==> src/rtl/loader_pkg.sv <==
`default_nettype none
// ============================================================================
// Module      : loader_pkg
// Description : Shared definitions for the byte-stream program loader:
//               FSM state encoding, frame field widths and the default
//               frame start byte.
// Revision    : 1.0 - initial release
// ============================================================================
package loader_pkg;

  // Frame field widths
  localparam int LEN_W  = 16;
  localparam int CSUM_W = 8;
  // Word counter carries one extra bit so it can hold a full 16-bit length.
  localparam int CNT_W  = LEN_W + 1;

  // Default frame start byte
  localparam logic [7:0] MAGIC_DEFAULT = 8'hA5;

  // Loader FSM state encoding
  typedef logic [2:0] state_t;
  localparam state_t ST_IDLE  = 3'd0;
  localparam state_t ST_LEN0  = 3'd1;
  localparam state_t ST_LEN1  = 3'd2;
  localparam state_t ST_DATA  = 3'd3;
  localparam state_t ST_WRITE = 3'd4;
  localparam state_t ST_CSUM  = 3'd5;
  localparam state_t ST_DONE  = 3'd6;
  localparam state_t ST_ERROR = 3'd7;

endpackage : loader_pkg
`default_nettype wire

==> src/rtl/loader_word_assembler.sv <==
`default_nettype none
// ============================================================================
// Module      : loader_word_assembler
// Description : Packs payload bytes little-endian into a 32-bit word, flags
//               the byte that completes a word and keeps the running 8-bit
//               payload checksum.
// Ports       : clk, reset_ni    - clock, synchronous active-low reset
//               clear_i          - frame restart: zero byte index and checksum
//               byte_valid_i     - a payload byte is accepted this cycle
//               byte_i           - payload byte
//               word_o           - assembled word (drives memory write data)
//               word_done_o      - this accepted byte is lane 3 of a word
//               csum_o           - modulo-256 sum of payload bytes so far
// Revision    : 1.0 - initial release
// ============================================================================
module loader_word_assembler
  import loader_pkg::*;
(
  input  logic              clk,
  input  logic              reset_ni,
  input  logic              clear_i,
  input  logic              byte_valid_i,
  input  logic [7:0]        byte_i,
  output logic [31:0]       word_o,
  output logic              word_done_o,
  output logic [CSUM_W-1:0] csum_o
);

  logic [1:0]        idx_q,  idx_d;
  logic [31:0]       word_q, word_d;
  logic [CSUM_W-1:0] csum_q, csum_d;

  always_comb begin
    idx_d  = idx_q;
    word_d = word_q;
    csum_d = csum_q;
    if (clear_i) begin
      idx_d  = 2'd0;
      csum_d = '0;
    end else if (byte_valid_i) begin
      word_d[8*idx_q +: 8] = byte_i;
      idx_d                = idx_q + 2'd1;   // wraps 3 -> 0 for the next word
      csum_d               = csum_q + byte_i;
    end
  end

  always_ff @(posedge clk) begin
    if (!reset_ni) begin
      idx_q  <= 2'd0;
      word_q <= 32'd0;
      csum_q <= '0;
    end else begin
      idx_q  <= idx_d;
      word_q <= word_d;
      csum_q <= csum_d;
    end
  end

  assign word_o      = word_q;
  assign word_done_o = byte_valid_i && !clear_i && (idx_q == 2'd3);
  assign csum_o      = csum_q;

endmodule : loader_word_assembler
`default_nettype wire

==> src/rtl/program_loader.sv <==
`default_nettype none
// ============================================================================
// Module      : program_loader
// Description : Boot loader that parses a framed byte stream
//               (MAGIC, len[7:0], len[15:8], payload, checksum) and writes the
//               payload as little-endian 32-bit words into program memory,
//               holding the CPU until a valid image has been loaded.
// Ports       : clk, reset           - clock, synchronous active-low reset
//               rx_data/rx_valid/rx_ready - incoming byte stream handshake
//               address, wen, ren, data_in, byte_select_vector - memory port
//               cpu_hold             - CPU stall while a frame is in flight
//               done / error         - sticky load status
// Revision    : 1.0 - initial release
// ============================================================================
module program_loader
  import loader_pkg::*;
#(
  parameter int unsigned WORD_COUNT_MAX = 8192,
  parameter int unsigned BASE_WORD      = 0,
  parameter logic [7:0]  MAGIC          = MAGIC_DEFAULT
) (
  input  logic        clk,
  input  logic        reset,
  input  logic [7:0]  rx_data,
  input  logic        rx_valid,
  output logic        rx_ready,
  output logic [29:0] address,
  output logic        wen,
  output logic        ren,
  output logic [31:0] data_in,
  output logic [3:0]  byte_select_vector,
  output logic        cpu_hold,
  output logic        done,
  output logic        error
);

  localparam logic [29:0]      c_base = 30'(BASE_WORD);
  localparam logic [CNT_W-1:0] c_max  = CNT_W'(WORD_COUNT_MAX);

  // Address wrap must be unreachable and the limit must fit the length field.
  if ((64'(BASE_WORD) + 64'(WORD_COUNT_MAX) > 64'h4000_0000) ||
      (WORD_COUNT_MAX > 32'd65535)) begin : g_param_check
    $error("program_loader: illegal WORD_COUNT_MAX/BASE_WORD combination");
  end

  state_t           state_q, state_d;
  logic [LEN_W-1:0] len_q,   len_d;
  logic [CNT_W-1:0] cnt_q,   cnt_d;
  logic [29:0]      addr_q,  addr_d;
  logic             hold_q,  hold_d;
  logic             done_q,  done_d;
  logic             err_q,   err_d;

  logic              w_xfer;
  logic              w_restart;
  logic              w_word_done;
  logic [31:0]       w_word;
  logic [CSUM_W-1:0] w_csum;
  logic [LEN_W-1:0]  w_len_full;
  logic [CNT_W-1:0]  w_cnt_next;

  assign w_xfer     = rx_valid && rx_ready;
  // MAGIC only opens a frame from the resting states; inside a frame it is data.
  assign w_restart  = w_xfer && (rx_data == MAGIC) &&
                      ((state_q == ST_IDLE) || (state_q == ST_DONE) ||
                       (state_q == ST_ERROR));
  assign w_len_full = {rx_data, len_q[7:0]};
  assign w_cnt_next = cnt_q + 1'b1;

  loader_word_assembler u_asm (
    .clk          (clk),
    .reset_ni     (reset),
    .clear_i      (w_restart),
    .byte_valid_i (w_xfer && (state_q == ST_DATA)),
    .byte_i       (rx_data),
    .word_o       (w_word),
    .word_done_o  (w_word_done),
    .csum_o       (w_csum)
  );

  always_comb begin
    state_d = state_q;
    len_d   = len_q;
    cnt_d   = cnt_q;
    addr_d  = addr_q;
    hold_d  = hold_q;
    done_d  = done_q;
    err_d   = err_q;
    case (state_q)
      ST_IDLE, ST_DONE, ST_ERROR: begin
        if (w_restart) begin
          state_d = ST_LEN0;
          hold_d  = 1'b1;
          done_d  = 1'b0;
          err_d   = 1'b0;
        end
      end
      ST_LEN0: begin
        if (w_xfer) begin
          len_d[7:0] = rx_data;
          state_d    = ST_LEN1;
        end
      end
      ST_LEN1: begin
        if (w_xfer) begin
          len_d  = w_len_full;
          cnt_d  = '0;
          addr_d = c_base;
          if ({1'b0, w_len_full} > c_max) begin
            state_d = ST_ERROR;
            err_d   = 1'b1;
          end else if (w_len_full == '0) begin
            state_d = ST_CSUM;
          end else begin
            state_d = ST_DATA;
          end
        end
      end
      ST_DATA: begin
        if (w_word_done) state_d = ST_WRITE;
      end
      ST_WRITE: begin
        addr_d  = addr_q + 30'd1;
        cnt_d   = w_cnt_next;
        state_d = (w_cnt_next == {1'b0, len_q}) ? ST_CSUM : ST_DATA;
      end
      ST_CSUM: begin
        if (w_xfer) begin
          if (rx_data == w_csum) begin
            state_d = ST_DONE;
            done_d  = 1'b1;
            hold_d  = 1'b0;
          end else begin
            state_d = ST_ERROR;
            err_d   = 1'b1;
          end
        end
      end
      default: state_d = ST_IDLE;
    endcase
  end

  always_ff @(posedge clk) begin
    if (!reset) begin
      state_q <= ST_IDLE;
      len_q   <= '0;
      cnt_q   <= '0;
      addr_q  <= c_base;
      hold_q  <= 1'b0;
      done_q  <= 1'b0;
      err_q   <= 1'b0;
    end else begin
      state_q <= state_d;
      len_q   <= len_d;
      cnt_q   <= cnt_d;
      addr_q  <= addr_d;
      hold_q  <= hold_d;
      done_q  <= done_d;
      err_q   <= err_d;
    end
  end

  // WRITE is the only back-pressure cycle and also the single write-strobe cycle.
  assign rx_ready           = (state_q != ST_WRITE);
  assign wen                = (state_q == ST_WRITE);
  assign ren                = 1'b0;
  assign address            = addr_q;
  assign data_in            = w_word;
  assign byte_select_vector = wen ? 4'b1111 : 4'b0000;
  assign cpu_hold           = hold_q;
  assign done               = done_q;
  assign error              = err_q;

endmodule : program_loader
`default_nettype wire

==> config.mk <==
export PLATFORM = sky130hd
export DESIGN_NAME = program_loader
export DESIGN_NICKNAME = d
export VERILOG_FILES = /design/src/rtl/loader_pkg.sv /design/src/rtl/loader_word_assembler.sv /design/src/rtl/program_loader.sv
export SDC_FILE = /design/constraint.sdc
export NUM_CORES = 1
export LEC_CHECK = 0
export CORE_ASPECT_RATIO = 1.4
export CORE_MARGIN = 2
export CORE_UTILIZATION = 33
export CTS_BUF_LIST = sky130_fd_sc_hd__clkbuf_16
export CTS_CLUSTER_DIAMETER = 60
export DETAILED_ROUTE_END_ITERATION = 7
export GPL_ROUTABILITY_DRIVEN = 1
export GPL_TIMING_DRIVEN = 0
export PLACE_DENSITY = 0.56
export REMOVE_ABC_BUFFERS = 1
export SYNTH_ARGS = -nofsm -noshare
export SYNTH_HDL_FRONTEND = slang
export SYNTH_SLANG_ARGS = --single-unit
==> constraint.sdc <==
create_clock -name clk -period 5.1 [get_ports clk]
set_input_delay 0.51 -clock clk [delete_from_list [all_inputs] [get_ports clk]]
set_output_delay 0.51 -clock clk [all_outputs]
set_load 0.005 [all_outputs]
==> impl_metrics.env <==
export IMPL_leakage_power_nw=2.35
export IMPL_maximum_number_of_pins_on_one_net_before_global_route_repair=87
export IMPL_synth_warning_count=0
export IMPL_timing_max_cap_violations=0
export IMPL_htree_levels=3
export IMPL_drt_wl_total_mm=15.1
export IMPL_clk_latency_ns=0.37
export IMPL_required_time_at_the_endpoint_of_the_critical_path_ns=4.59
export IMPL_synth_distinct_cells=55
export IMPL_synth_ff_latch_count=111
export IMPL_clock_sink_count=111
export IMPL_holdCritPathClass="reg -> reg"
export IMPL_netlist_area_leader_share=0.386
export IMPL_synth_area_leaders="dfxtp_1 (39%), a21oi_1 (7.6%), nand2_1 (7.1%), nand3_1 (5.2%), nor2_1 (4.5%)"
export IMPL_final_max_slew_violation_count=0
export IMPL_post_dp_cell_area_mm2=0.00667
export IMPL_synth_async_sr_flop_share=0
export IMPL_clk_root_buffer_cell="clkbuf_16"
export IMPL_unrepaired_setup_endpoints_after_global_routing="no"
export IMPL_synth_instances=750
export IMPL_overflow=0
export IMPL_routed_wire_length_per_instance_um=14.7
export IMPL_post_place_ws_ns=1.11
export IMPL_die_area_mm2=0.0186
export IMPL_std_cell_rows=57
export IMPL_post_cts_resized=0
export IMPL_synth_sequential_area_ratio=0.386
export IMPL_worstPathMaxFanout=37
export IMPL_initialDrtViolationCount=251
export IMPL_worst_slew_pin_slew_ns=1.14
export IMPL_holdBufCountCts=0
export IMPL_final_critical_path_setup_slack_ns=1.27
export IMPL_tritoncts_num_buffers=9
export IMPL_stdcell_area_mm2=0.00697
export IMPL_final_setup_skew_ns=0.0115
export IMPL_final_hold_viol_count=0
export IMPL_timing_worst_setup_path_type="reg -> out"
export IMPL_antenna_left=0
export IMPL_remaining_drc_errors=0
export IMPL_synth_top_cells_by_count="dfxtp_1 (111), nand2_1 (109), a21oi_1 (87)"
export IMPL_grt_first_pass_wirelength_mm=24.9
export IMPL_initial_core_util=0.334
export IMPL_result_of_the_run="finished clean"
export IMPL_area_growth_synth_to_final_pct=20.9
export IMPL_syn_avg_cell_area_um2=7.69
export IMPL_synth_flop_cell="dfxtp_1"
export IMPL_setup_violations_final=0
export IMPL_nets=815
export IMPL_share_of_post_route_cells_with_drive_strength_above_1=0.0416
export IMPL_nFillCells=1864
export IMPL_power_density_mw_per_mm2=313
export IMPL_half_perimeter_wire_length_after_placement_mm=10.0
export IMPL_drt_pass1_iter_count=4
export IMPL_die_height_um=160
export IMPL_worstSetupStartpointType="register"
export IMPL_yosysTopAreaCell="dfxtp_1"
export IMPL_count_of_buffers_added_by_post_cts_timing_repair_for_setup=0
export IMPL_vias_per_cell=5.10
export IMPL_cts_path_max_buffers=2
export IMPL_post_synth_top_count_cell="dfxtp_1"
export IMPL_route_vias_total=5256
export IMPL_finalCritPeriodShare=0.751
export IMPL_design_core_area_mm2=0.0173
export IMPL_io_pin_count=83
export IMPL_worst_endpoint_arrival_ns=3.32
export IMPL_antennaDiodeCount=0
export IMPL_cts_tree="done"
export IMPL_io_buffers=81
export IMPL_timing_setup_tns_ns=0
export IMPL_fmaxAchievable_ghz=0.261
export IMPL_synth_edf_count=0
export IMPL_layout_cells_non_filler=1030
export IMPL_clkSlewWorstSetupHoldPaths_ns=0.08
export IMPL_slew_headroom=0.240
export IMPL_number_of_antenna_violations_at_the_first_check_in_global_routing=0
export IMPL_crit_path_end_kind="output pin"
export IMPL_die_width_um=116
export IMPL_vias_in_the_first_global_route=5010
export IMPL_number_of_placed_cells_counting_well_taps=1014
export IMPL_globalplace_congestion=0.814
export IMPL_minimum_clock_period_ns=3.83
export IMPL_max_vdd_ir_drop_mv=0.162
export IMPL_grt_util_all_layers=0.166
export IMPL_synthesized_cell_area_mm2=0.00576
## cells by family after synthesis
kind of cell,Yosys count,synth area share
xor+xnor,29,0.0441
buf+inv,76,0.0569
compound gates,168,0.167
flops,111,0.386
simple gates,333,0.280
mux,17,0.0317
fa+ha+maj,15,0.0339
other cells,1,0.000651
## power breakdown
group / internal, mW / leakage, nW / switching [mW]
Sequential: 0.905 / 0.895 / 0.0611
Clock: 0.349 / 0.144 / 0.370
Combinational: 0.180 / 1.31 / 0.315
Total: 1.43 / 2.35 / 0.745
## cell usage in the layout (no fill, tap or decap), types with 3 or more instances in the layout
master	netlist	layout
dfxtp_1	111	111
nand2_1	109	109
a21oi_1	87	87
clkdlybuf4s50_1	0	81
nor2_1	69	69
nand3_1	60	60
o21ai_0	34	33
inv_1	20	19
nor3_1	20	18
xnor2_1	17	17
ha_1	14	14
xor2_1	12	12
and3_1	10	10
mux2i_1	10	10
and4_1	9	9
o21a_1	9	9
nor4_1	9	9
clkbuf_16	0	9
nand3b_1	7	7
nand4_1	7	7
and2_1	6	6
a22oi_1	6	6
nor3b_1	6	6
or3_1	6	6
a311oi_1	5	5
o211ai_1	5	5
a31oi_1	5	5
or4_1	4	4
a211oi_1	4	4
inv_8	0	4
mux2_2	3	3
o31a_1	3	3
mux2_1	3	3
## critical path, stage by stage (launching register included)
cell and delay [ns]:
dfxtp_1 0.68, or3b_2 0.85, inv_1 0.77, clkdlybuf4s50_1 0.64
## stage by stage
stage	util	power, mW	hold slack, ns
floorplan	-	1.29	0.436
global placement	0.383	1.48	0.441
detailed placement	0.387	1.48	0.446
CTS	0.404	2.20	0.458
global route	0.404	2.30	0.476
finish	0.404	2.18	0.455
## state kept, by name, summed over array words and instances, names as in the netlist
name          flops
state_q           3
done              1
u_asm.idx_q       2
error             1
address          30
u_asm.word_o     32
u_asm.csum_o      8
len_q            16
cnt_q            17
cpu_hold          1
## worst paths after layout
check | startpoint | endpoint | slack [ns] | cells past startpoint
setup reg to reg | state_q[2] | address[24] | 1.61 | 6
hold reg to reg | u_asm.word_o[24] | u_asm.word_o[24] | 0.46 | 2
hold / removal | u_asm.word_o[24] | u_asm.word_o[24] | 0.46 | 2
setup / recovery | state_q[2] | byte_select_vector[0] | 1.27 | 3
## per-layer routing
layer	routed length [um]	track usage	vias to the layer above	share of wire
met5	0	0	-	0
met4	283	0.0606	0	0.019
met3	566	0.0257	19	0.038
met2	7460	0.295	111	0.49
met1	6790	0.200	2435	0.45
li1	-	-	2691	-
## layout make-up
type	instances	area [um2]	area share
inverters	20	77.6	0.0111
clock inverters	7	70.1	0.0101
multi-input cells	563	3220	0.462
repair buffers	84	857	0.123
flip-flops and latches	111	2220	0.319
well taps	236	295	0.0424
clock buffers	9	225	0.0323
Note: power is estimated with default switching activity, not from simulation.
